### config.mk
export PLATFORM = sky130hd
export DESIGN_NAME = branch_resolve_unit_flat
export DESIGN_NICKNAME = d
export VERILOG_FILES = /design/src/rtl/branch_resolve_unit_if.sv /design/src/rtl/branch_resolve_unit.sv /design/src/flat_wrapper.sv
export SDC_FILE = /design/constraint.sdc
export NUM_CORES = 1
export LEC_CHECK = 0
export CAP_MARGIN = 20
export CORE_MARGIN = 3
export CORE_UTILIZATION = 30
export DETAILED_ROUTE_END_ITERATION = 7
export PLACE_DENSITY = 0.52
export SLEW_MARGIN = 10
export SYNTH_ARGS = -nofsm -noshare
export SYNTH_HDL_FRONTEND = slang
export SYNTH_SLANG_ARGS = --single-unit
### constraint.sdc
create_clock -name clk -period 4.25 [get_ports clk]
set_input_delay 0.85 -clock clk [delete_from_list [all_inputs] [get_ports clk]]
set_output_delay 0.85 -clock clk [all_outputs]
set_load 0.1 [all_outputs]
### src/rtl/branch_resolve_unit_if.sv
// Fetch/execute/predictor-update bundle for branch_resolve_unit.
// The slave side is the resolve unit itself.
interface branch_resolve_unit_if #(
    parameter int PC_W  = 10,
    parameter int CNT_W = 16
);
    logic             fetch_branch;
    logic [PC_W-1:0]  fetch_pc;
    logic             fetch_pred;
    logic             resolve_valid;
    logic             resolve_taken;
    logic [PC_W-1:0]  resolve_target;
    logic             full;
    logic             upd_we;
    logic [PC_W-1:0]  upd_pc;
    logic             upd_taken;
    logic             flush;
    logic [PC_W-1:0]  redirect_pc;
    logic [CNT_W-1:0] branch_count;
    logic [CNT_W-1:0] mispredict_count;

    modport master (
        output fetch_branch, fetch_pc, fetch_pred,
        output resolve_valid, resolve_taken, resolve_target,
        input  full, upd_we, upd_pc, upd_taken, flush, redirect_pc,
        input  branch_count, mispredict_count
    );

    modport slave (
        input  fetch_branch, fetch_pc, fetch_pred,
        input  resolve_valid, resolve_taken, resolve_target,
        output full, upd_we, upd_pc, upd_taken, flush, redirect_pc,
        output branch_count, mispredict_count
    );
endinterface

### src/rtl/branch_resolve_unit.sv
// In-order FIFO of predicted branches; each resolve drives a predictor update,
// and a mispredict flushes the pipeline and empties the FIFO.
module branch_resolve_unit #(
    parameter int PC_W  = 10,
    parameter int DEPTH = 4,
    parameter int CNT_W = 16
) (
    input logic                 clk,
    input logic                 rst,
    branch_resolve_unit_if.slave bus
);
    localparam int AW = $clog2(DEPTH);

    logic [PC_W-1:0]  pc_mem_q   [DEPTH];
    logic [PC_W-1:0]  pc_mem_d   [DEPTH];
    logic             pred_mem_q [DEPTH];
    logic             pred_mem_d [DEPTH];
    logic [AW-1:0]    rd_ptr_q, rd_ptr_d;
    logic [AW-1:0]    wr_ptr_q, wr_ptr_d;
    logic [AW:0]      count_q, count_d;
    logic             upd_we_q, upd_we_d;
    logic [PC_W-1:0]  upd_pc_q, upd_pc_d;
    logic             upd_taken_q, upd_taken_d;
    logic             flush_q, flush_d;
    logic [PC_W-1:0]  redirect_pc_q, redirect_pc_d;
    logic [CNT_W-1:0] branch_count_q, branch_count_d;
    logic [CNT_W-1:0] mispredict_count_q, mispredict_count_d;

    logic            full;
    logic            do_pop;
    logic            do_push;
    logic            mispredict;
    logic [PC_W-1:0] head_pc;
    logic            head_pred;

    assign full       = (count_q == (AW+1)'(DEPTH));
    assign head_pc    = pc_mem_q[rd_ptr_q];
    assign head_pred  = pred_mem_q[rd_ptr_q];
    assign do_pop     = bus.resolve_valid && (count_q != '0);
    assign mispredict = do_pop && (head_pred != bus.resolve_taken);
    // A pop frees a slot on the same edge, so a full queue still accepts a push;
    // a push alongside a mispredict is wrong-path and is dropped.
    assign do_push    = bus.fetch_branch && (!full || do_pop) && !mispredict;

    always_comb begin
        pc_mem_d           = pc_mem_q;
        pred_mem_d         = pred_mem_q;
        rd_ptr_d           = rd_ptr_q;
        wr_ptr_d           = wr_ptr_q;
        count_d            = count_q;
        upd_we_d           = 1'b0;
        upd_pc_d           = upd_pc_q;
        upd_taken_d        = upd_taken_q;
        flush_d            = 1'b0;
        redirect_pc_d      = redirect_pc_q;
        branch_count_d     = branch_count_q;
        mispredict_count_d = mispredict_count_q;

        if (do_push) begin
            pc_mem_d[wr_ptr_q]   = bus.fetch_pc;
            pred_mem_d[wr_ptr_q] = bus.fetch_pred;
            wr_ptr_d             = wr_ptr_q + 1'b1;
        end

        if (do_pop) begin
            rd_ptr_d    = rd_ptr_q + 1'b1;
            upd_we_d    = 1'b1;
            upd_pc_d    = head_pc;
            upd_taken_d = bus.resolve_taken;
            if (branch_count_q != '1)
                branch_count_d = branch_count_q + 1'b1;
        end

        case ({do_push, do_pop})
            2'b10:   count_d = count_q + 1'b1;
            2'b01:   count_d = count_q - 1'b1;
            default: count_d = count_q;
        endcase

        if (mispredict) begin
            flush_d       = 1'b1;
            redirect_pc_d = bus.resolve_taken ? bus.resolve_target : head_pc + 1'b1;
            if (mispredict_count_q != '1)
                mispredict_count_d = mispredict_count_q + 1'b1;
            rd_ptr_d = '0;
            wr_ptr_d = '0;
            count_d  = '0;
        end
    end

    always_ff @(posedge clk or posedge rst) begin
        if (rst) begin
            pc_mem_q           <= '{default: '0};
            pred_mem_q         <= '{default: 1'b0};
            rd_ptr_q           <= '0;
            wr_ptr_q           <= '0;
            count_q            <= '0;
            upd_we_q           <= 1'b0;
            upd_pc_q           <= '0;
            upd_taken_q        <= 1'b0;
            flush_q            <= 1'b0;
            redirect_pc_q      <= '0;
            branch_count_q     <= '0;
            mispredict_count_q <= '0;
        end else begin
            pc_mem_q           <= pc_mem_d;
            pred_mem_q         <= pred_mem_d;
            rd_ptr_q           <= rd_ptr_d;
            wr_ptr_q           <= wr_ptr_d;
            count_q            <= count_d;
            upd_we_q           <= upd_we_d;
            upd_pc_q           <= upd_pc_d;
            upd_taken_q        <= upd_taken_d;
            flush_q            <= flush_d;
            redirect_pc_q      <= redirect_pc_d;
            branch_count_q     <= branch_count_d;
            mispredict_count_q <= mispredict_count_d;
        end
    end

    assign bus.full             = full;
    assign bus.upd_we           = upd_we_q;
    assign bus.upd_pc           = upd_pc_q;
    assign bus.upd_taken        = upd_taken_q;
    assign bus.flush            = flush_q;
    assign bus.redirect_pc      = redirect_pc_q;
    assign bus.branch_count     = branch_count_q;
    assign bus.mispredict_count = mispredict_count_q;
endmodule

### src/flat_wrapper.sv
// flat-port wrapper written by rule: the top's interface ports become plain ports
module branch_resolve_unit_flat 
#(
    parameter int PC_W  = 10,
    parameter int DEPTH = 4,
    parameter int CNT_W = 16
)
  (clk, rst, bus_fetch_branch, bus_fetch_pc, bus_fetch_pred, bus_resolve_valid, bus_resolve_taken, bus_resolve_target, bus_full, bus_upd_we, bus_upd_pc, bus_upd_taken, bus_flush, bus_redirect_pc, bus_branch_count, bus_mispredict_count);
  branch_resolve_unit_if #(.PC_W(PC_W), .CNT_W(CNT_W)) bus_i ();
  input logic clk;
  input logic rst;
  input wire logic [$bits(bus_i.fetch_branch)-1:0] bus_fetch_branch;
  input wire logic [$bits(bus_i.fetch_pc)-1:0] bus_fetch_pc;
  input wire logic [$bits(bus_i.fetch_pred)-1:0] bus_fetch_pred;
  input wire logic [$bits(bus_i.resolve_valid)-1:0] bus_resolve_valid;
  input wire logic [$bits(bus_i.resolve_taken)-1:0] bus_resolve_taken;
  input wire logic [$bits(bus_i.resolve_target)-1:0] bus_resolve_target;
  output wire logic [$bits(bus_i.full)-1:0] bus_full;
  output wire logic [$bits(bus_i.upd_we)-1:0] bus_upd_we;
  output wire logic [$bits(bus_i.upd_pc)-1:0] bus_upd_pc;
  output wire logic [$bits(bus_i.upd_taken)-1:0] bus_upd_taken;
  output wire logic [$bits(bus_i.flush)-1:0] bus_flush;
  output wire logic [$bits(bus_i.redirect_pc)-1:0] bus_redirect_pc;
  output wire logic [$bits(bus_i.branch_count)-1:0] bus_branch_count;
  output wire logic [$bits(bus_i.mispredict_count)-1:0] bus_mispredict_count;
  assign bus_i.fetch_branch = bus_fetch_branch;
  assign bus_i.fetch_pc = bus_fetch_pc;
  assign bus_i.fetch_pred = bus_fetch_pred;
  assign bus_i.resolve_valid = bus_resolve_valid;
  assign bus_i.resolve_taken = bus_resolve_taken;
  assign bus_i.resolve_target = bus_resolve_target;
  assign bus_full = bus_i.full;
  assign bus_upd_we = bus_i.upd_we;
  assign bus_upd_pc = bus_i.upd_pc;
  assign bus_upd_taken = bus_i.upd_taken;
  assign bus_flush = bus_i.flush;
  assign bus_redirect_pc = bus_i.redirect_pc;
  assign bus_branch_count = bus_i.branch_count;
  assign bus_mispredict_count = bus_i.mispredict_count;
  branch_resolve_unit #(.PC_W(PC_W), .DEPTH(DEPTH), .CNT_W(CNT_W)) u_core (.clk(clk), .rst(rst), .bus(bus_i));
endmodule
Word level (Yosys, flattened, before mapping) --
Index checks and enable logic that the tools add are counted.
Storage, ports and cells: input bits 26, output and inout port bits 56, word-level logic and storage cells 71, register bits after elaboration 106
Operators by class: equality and inequality tests 6, bitwise operators 2, muxes and demuxes 21, reductions and logical operators 14, add/subtract/negate cells 7, $lt $le $gt $ge 3
Operators by type and width (count):
- bitwise mux 40 bit | 1
- two-way mux 10 bit | 4
- adder 16 x 1 -> 16 bit, second input constant | 2
- != test 16 bit, second input constant | 2
- binary-select mux 10 bit (select 2 bit) | 1
- demux 10 bit (select 2 bit) | 1
- adder 10 x 1 -> 10 bit, second input constant | 1
- two-way mux 2 bit | 4
- >= comparator 3 bit, second input constant | 2
- NOT 2 -> 3 bit | 2
- one-hot mux 3 bit (2 select lines) | 1
- nonzero test 3 bit | 2
- logical AND 1 bit | 5
- two-way mux 1 bit | 5
- adder 2 x 1 -> 2 bit, second input constant | 2
- bitwise mux 4 bit | 1
- AND reduction 2 bit | 2
- nonzero test 2 bit | 2
- adder 3 x 1 -> 3 bit, second input constant | 1
- == test 3 bit, second input constant | 1
- < comparator 3 x 1 -> 1 bit, second input constant | 1
- two-way mux 3 bit | 1
- subtractor 3 x 1 -> 3 bit, second input constant | 1
- binary-select mux 1 bit (select 2 bit) | 1
- other kinds (6) | 7

Logic depth before layout (Yosys ltp) --
Gate-level depths: netlist (run 1).
depth in word-level cells 11, gate-level depth with buffers 12, gate-level depth less buffers 10

Worst setup path before layout (run 1) --
OpenSTA, ideal clock, no wires.
path type flip-flop to output port, start point reg u_core.count_q[0], end point out bus_full, buffers on the path 0, cell stages (with the launch flop) 2, required time 3.400 ns, arrival time 2.546 ns, setup slack 0.854 ns, cell sequence dfrtp_1 -> nor3_1
On the way: cells in the longest elaborated chain, start to end 1
Ends and longest elaborated chain:
- start, declared | RTL line branch_resolve_unit.sv:20 | logic [AW:0] count_q, count_d;
- start signal, assigned | RTL line branch_resolve_unit.sv:110 | count_q <= count_d;
- == test 3 bit | RTL line branch_resolve_unit.sv:36 | assign full = (count_q == (AW+1)'(DEPTH));
- end, declared | RTL line flat_wrapper.sv:18 | output wire logic [$bits(bus_i.full)-1:0] bus_full;
Every way passes these cells.

Final worst setup path (run 1) --
start point reg u_core.count_q[1], end point out bus_full
Same word-level chain as after synthesis.

==> results of run 1 <==
==> cell usage after synthesis, drive strengths merged <==
master and number:
o221ai 5, mux2 51, o21a 1, o41ai 1
a22o 1, mux4 11, a21oi 3, a22oi 4
o22ai 1, buf 11, nor2b 2, nor3 10
xnor2 23, dfrtp 106, clkbuf 4, nand2 72
fa 1, mux2i 2, o211ai 1, o21ba 1
xor2 12, nor4 4, a31oi 1, or3b 1
o32ai 1, a32oi 1, nand3b 3, o21ai 12
a31o 1, nand3 13, nor3b 4, ha 7
nor2 13, nand4 9, and3 4, nand2b 2
or4 1, nor4b 1, inv 11, o31ai 2
and4 3
==> worst min path at each step <==
stage                                       to  slack (ns)  cells after the start
after floorplan            u_core.pc_mem_q[19]        0.46                      1
after global placement    u_core.bus.upd_pc[2]        0.47                      2
after detailed placement  u_core.bus.upd_pc[2]        0.47                      2
after CTS                 u_core.bus.upd_pc[2]        0.49                      2
after global routing      u_core.bus.upd_pc[6]        0.51                      2
final                     u_core.bus.upd_pc[2]        0.48                      2
==> final cells by class <==
cell class	instances	area, um2	share of cell area
inverter	11	43.8	0.00687
timing repair buffer	86	861	0.135
clock inverter	5	104	0.0163
clock buffer	10	229	0.0359
sequential	106	2650	0.416
tap	216	270	0.0424
multi-input combinational	285	2210	0.347
==> cell families (layout without fill, tap and decap cells) <==
logic type               count (synthesis)  after routing  synth area share
XOR/XNOR                                35             35            0.0630
buffers and inverters                   26            112            0.0251
flip-flops                             106            106             0.532
AO/OA/AOI/OAI                           36             36            0.0507
adder cells (fa/ha/maj)                  8              8            0.0216
AND/OR/NAND/NOR                        142            142             0.137
multiplexers                            64             64             0.171
==> state kept, by name, indices dropped and copies added, names as in the netlist <==
name                         cells
u_core.bus.flush                 1
u_core.rd_ptr_q                  2
u_core.bus.mispredict_count     16
u_core.bus.branch_count         16
u_core.bus.upd_taken             1
u_core.pc_mem_q                 40
u_core.bus.upd_we                1
u_core.bus.upd_pc               10
u_core.pred_mem_q                4
u_core.bus.redirect_pc          10
u_core.count_q                   3
u_core.wr_ptr_q                  2
==> worst max-delay path: cells and delay by family, from the launching register on <==
kind / cells / cell delay, ns
buffers and inverters: 1 / 1.18
DFF: 1 / 0.48
and+or+nand+nor: 1 / 0.29
==> metal layers <==
layer  GRT usage  vias to the layer above  routed length [um]
met5           0                        -                   0
met4      0.0430                        0                 172
met3      0.0317                       13                 466
met2       0.212                       74                5470
met1       0.182                     1749                5650
li1            -                     1644                   -
==> where the power goes <==
part           internal [mW]  switching [mW]  leakage (nW)  total [mW]
logic                  0.969            2.02          1.20        2.99
registers               1.42           0.289          1.31        1.71
clock network          0.573           0.372         0.163       0.946
==> run summary, run 1 <==
Critical path origin -> u_core.count_q[1]
Peak VDD IR -> 0.000460 V
Most common cell after layout, fill and taps aside -> dfrtp_1
P_leak -> 2.68 nW
Crit-path cells -> nor3_1, clkdlybuf4s50_1
Total number of vias -> 3,480
Synth top area cells -> dfrtp_1 53%, mux2_2 11%, nand2_1 5.4%
Most frequent cells in the layout -> 106 x dfrtp_1, 81 x clkdlybuf4s50_1, 72 x nand2_1, 49 x mux2_2, 22 x xnor2_1
Vias per inst -> 4.84
Mapped Nets -> 451
Diode count -> 0
Clock Skews -> 0.00974 ns
CTS clk-pin slew, worst paths -> 0.07 ns
Largest net degree at the start of global routing -> 70
Tightest Pin Transition -> 1.03 ns
First-pass GRT wire length -> 19,000 um
Worst slew margin -> 0.314
Share of post-route cells with drive strength above 1 -> 0.175
Syn. warnings -> 0
Final instance area -> 6370 um2
Overflow after GRT -> 0
Pwr Total -> 5.64 mW
Final nets -> 533
GRT Util Overall -> 0.134
FF-to-FF End -> u_core.count_q[2]
Area Growth Syn to Fin -> 27.9%
Non-Filler Instances -> 719
Fillcell total -> 1,568
Max-cap violations -> 0
Inst Count DP -> 704
Final max-slew violation count -> 0
Place WS -> 0.796 ns
Clock Sinks -> 106
Yosys reg bits -> 106
Die width -> 135 um
PortBufs -> 81
R2R cell count -> 10
Initial antenna violation count -> 0
Resize count post-CTS -> 0
Setup TNS -> 0 ns
Skew-Pair Late Insertion Delay -> 0.35 ns
Critical path arrival -> 2.30 ns
Clk buf depth -> 2
Sequential share of the synthesized area -> 0.532
Inserted Clock Buffers -> 9
Data required, critical path -> 3.40 ns
Worst setup SP type -> register
Slowest CP cell -> clkdlybuf4s50_1
DP HPWL -> 8400 um
Utilization after layout -> 0.397
Worst setup EP type -> primary output
Hold slack -> 0.483 ns
Die area -> 18,200 um2
Area share of the largest cell type after synthesis -> 0.532
Core Region -> 16,100 um2
H-tree depth -> 3
Placer congestion estimate -> 0.760
Final Hold Viols -> 0
I/O pin count -> 82
Post-CTS Setup Inserts -> 0
Period utilization -> 0.742
Leading area contributor after synthesis -> dfrtp_1
Number of global-route vias before repair -> 3,481
R2r setup slk -> 1.43 ns
Syn Area/Cell -> 11.9 um2
Final setup vio count -> 0
CP peak stage delay -> 1.18 ns
Count of cell types in the netlist -> 50
Outcome -> completed
Setup WS post-layout -> 1.10 ns
Worst setup path end -> bus_full
Die height -> 135 um
Hold Path Class -> register to register
PD cells -> 886 nW/um2
RR Startpoint -> u_core.rd_ptr_q[0]
Hold Path Origin -> u_core.bus.upd_pc[2]
# hold bufs at CTS -> 0
RSZ-0062 raised after global routing -> no
DRC viols -> 0
CTS tree -> built
DR WL/cell -> 16.4 um
Cell Area, Synth -> 4980 um2
Maximum fanout along the worst path -> 7
Area after DPL -> 6040 um2
Initial Util -> 0.310
1st-iter DRT viols -> 175
Pre-Repair DR Iteration Count -> 4
Worst setup path class -> register to primary output
Root Buffer -> clkbuf_16
Tmin final -> 3.15 ns
Syn Inst Count -> 417
Final wirelength -> 11,800 um
Highest Clock Rate -> 317 MHz
Final ANT Viol Nets -> 0
FP Rows -> 46
Note: power is estimated with default switching activity, not from simulation.
==> run 2, diff against run 1 <==
Settings changed: PLACE_DENSITY 0.52 to 0.54.
Clock period 4.25 ns to 2.7 ns, I/O delays scaled along.
==> run 2 against run 1 <==
Count of clock-buffer cells in the layout unchanged. Largest cell class unchanged. Sequential cell count is the same. Core utilization up 0.72 points. Clock skew about the same. Combinational power increased by 62%. Worst setup slack got worse by 0.93 ns. First-iteration DRC count stayed put. Cell area grew 1.8%. Critical path depth rose by 8. Non-clock buffer count increased by 20. Cell count is 2.9% higher.
==> run summary, run 2 (same netlist as run 1, synthesis figures left out) <==
Outcome -> completed
Critical path arrival -> 2.79 ns
Period utilization -> 0.937
Pwr Total -> 9.12 mW
Net Sw Power -> 4.28 mW
Critical path's top delay family -> multiplexers
Register with the highest flop count -> u_core.pc_mem_q
Met3 usage -> 0.0361
Hold path depth -> 2
Number of global-route vias before repair -> 3,712
Die height -> 135 um
GR peak layer -> met2
Largest net degree at the start of global routing -> 44
Fillcell total -> 1,541
Placer congestion estimate -> 0.771
Clock Skews -> 0.00967 ns
Pint -> 4.84 mW
Worst slew margin -> 0.643
Tmin final -> 2.53 ns
Final max-slew violation count -> 0
P_leak -> 2.90 nW
Clock Sinks -> 106
Hold Path Class -> register to register
Met2 usage -> 0.222
Most common cell after layout, fill and taps aside -> dfrtp_1
Non-Filler Instances -> 740
Die area -> 18,200 um2
Most frequent cells in the layout -> 106 x dfrtp_1, 75 x buf_4, 72 x nand2_1, 49 x mux2_2, 25 x clkdlybuf4s50_1
Hold Path Origin -> u_core.bus.upd_pc[4]
Comb power frac -> 0.530
RR Startpoint -> u_core.rd_ptr_q[0]
FF-to-FF End -> u_core.count_q[2]
R2R cell count -> 10
1st-iter DRT viols -> 175
Overflow after GRT -> 0
Share of post-route cells with drive strength above 1 -> 0.319
Core Region -> 16,100 um2
Initial antenna violation count -> 0
Clk buf depth -> 2
Inst Count DP -> 724
Slowest CP cell -> mux4_2
Max reg flops -> 40
Worst setup EP type -> register
DR WL/cell -> 16.2 um
DRC viols -> 0
Diode count -> 0
Crit-path cells -> mux4_2, xnor2_2, o21ba_2, nor2_1, fa_1, buf_4, nor2b_1, o21ai_1, a32oi_1, o32ai_1
Area Growth Syn to Fin -> 30.2%
Root Buffer -> clkbuf_16
Flop pwr share -> 0.296
Inserted Clock Buffers -> 9
Hold Crit Endpoint -> u_core.bus.upd_pc[4]
Place WS -> -0.0316 ns
Setup WS post-layout -> 0.171 ns
Skew-Pair Late Insertion Delay -> 0.35 ns
R2r setup slk -> 0.17 ns
GRT Util Overall -> 0.138
Hold slack -> 0.482 ns
Highest Clock Rate -> 395 MHz
Data required, critical path -> 2.96 ns
FP Rows -> 46
I/O pin count -> 82
Maximum fanout along the worst path -> 3
Total number of vias -> 3,585
Pre-Repair DR Iteration Count -> 4
Area after DPL -> 6120 um2
Buf/Inv on CP -> 1
Setup TNS -> 0 ns
Initial Util -> 0.310
Sw frac -> 0.470
Tightest Pin Transition -> 0.534 ns
Met1 Use GR -> 0.188
H-tree depth -> 3
Final Hold Viols -> 0
First-pass GRT wire length -> 19,700 um
Worst setup path class -> register to register
PortBufs -> 81
Utilization after layout -> 0.404
Final instance area -> 6490 um2
Final setup vio count -> 0
Worst setup SP type -> register
Final ANT Viol Nets -> 0
Post-CTS Setup Inserts -> 0
Die width -> 135 um
CTS clk-pin slew, worst paths -> 0.07 ns
Max-cap violations -> 0
Clock network power share -> 0.174
CP peak stage delay -> 0.56 ns
PD cells -> 1410 nW/um2
Peak VDD IR -> 0.00110 V
Final nets -> 553
Final wirelength -> 12,000 um
DP HPWL -> 8930 um
CTS tree -> built
Vias per inst -> 4.84
## run 2: changes by cell type in the layout (fill, tap and decap cells not counted), sizes merged
cell           before  now
clkinv              2    0
clkinvlp            0    2
bufinv              3    4
clkdlybuf4s50      81   25
buf                 5   81
## run 2: metal layers
| metal | share of wire | vias up |
|---|---|---|
| met3 | 0.043 | 10 |
| met2 | 0.48 | 67 |
| met4 | 0.0095 | 0 |
| met1 | 0.47 | 1820 |
| li1 | - | 1688 |
| met5 | 0 | - |
## run 2: power groups by stage
stage	sequential [mW]	combinational [mW]	clock, mW
5_1_grt	2.79	5.14	1.72
6_report	2.70	4.83	1.59
4_1_cts	2.70	4.88	1.64
3_5_place_dp	2.72	4.87	0
3_3_place_gp	2.69	4.80	0
2_1_floorplan	4.36	1.94	0
## run 2: how the worst max path moves through the flow
stage	startpoint	end	slack (ns)	cells past startpoint
floorplan	u_core.rd_ptr_q[0]	u_core.count_q[2]	0.11	12
global placement	bus_resolve_valid	u_core.count_q[2]	0.06	10
detailed placement	bus_resolve_valid	u_core.count_q[2]	-0.03	9
CTS	u_core.rd_ptr_q[0]	u_core.count_q[2]	0.14	9
global route	u_core.rd_ptr_q[0]	u_core.count_q[2]	-0.007	10
finish	u_core.rd_ptr_q[0]	u_core.count_q[2]	0.17	10
## run 2: what timing repair did
item	4_1_cts	5_1_grt
setup endpoints to repair	0	1
hold buffers	0	0
resized for setup	0	2
## run 2: layout make-up
| type | count | area (um2) | area share |
|---|---|---|---|
| timing repair buffer | 106 | 933 | 0.144 |
| clock buffer | 10 | 229 | 0.0353 |
| inverter | 11 | 45.0 | 0.00694 |
| clock inverter | 6 | 136 | 0.0210 |
| sequential | 106 | 2650 | 0.409 |
| tap | 216 | 270 | 0.0417 |
| multi-input combinational | 285 | 2220 | 0.342 |
## run 2: worst reg2reg max path, stage by stage, from the launching register on
cell	delay (ns)
dfrtp_1	0.38
mux4_2	0.56
xnor2_2	0.19
o21ba_2	0.16
nor2_1	0.05
fa_1	0.43
buf_4	0.17
nor2b_1	0.12
o21ai_1	0.15
a32oi_1	0.08
o32ai_1	0.14
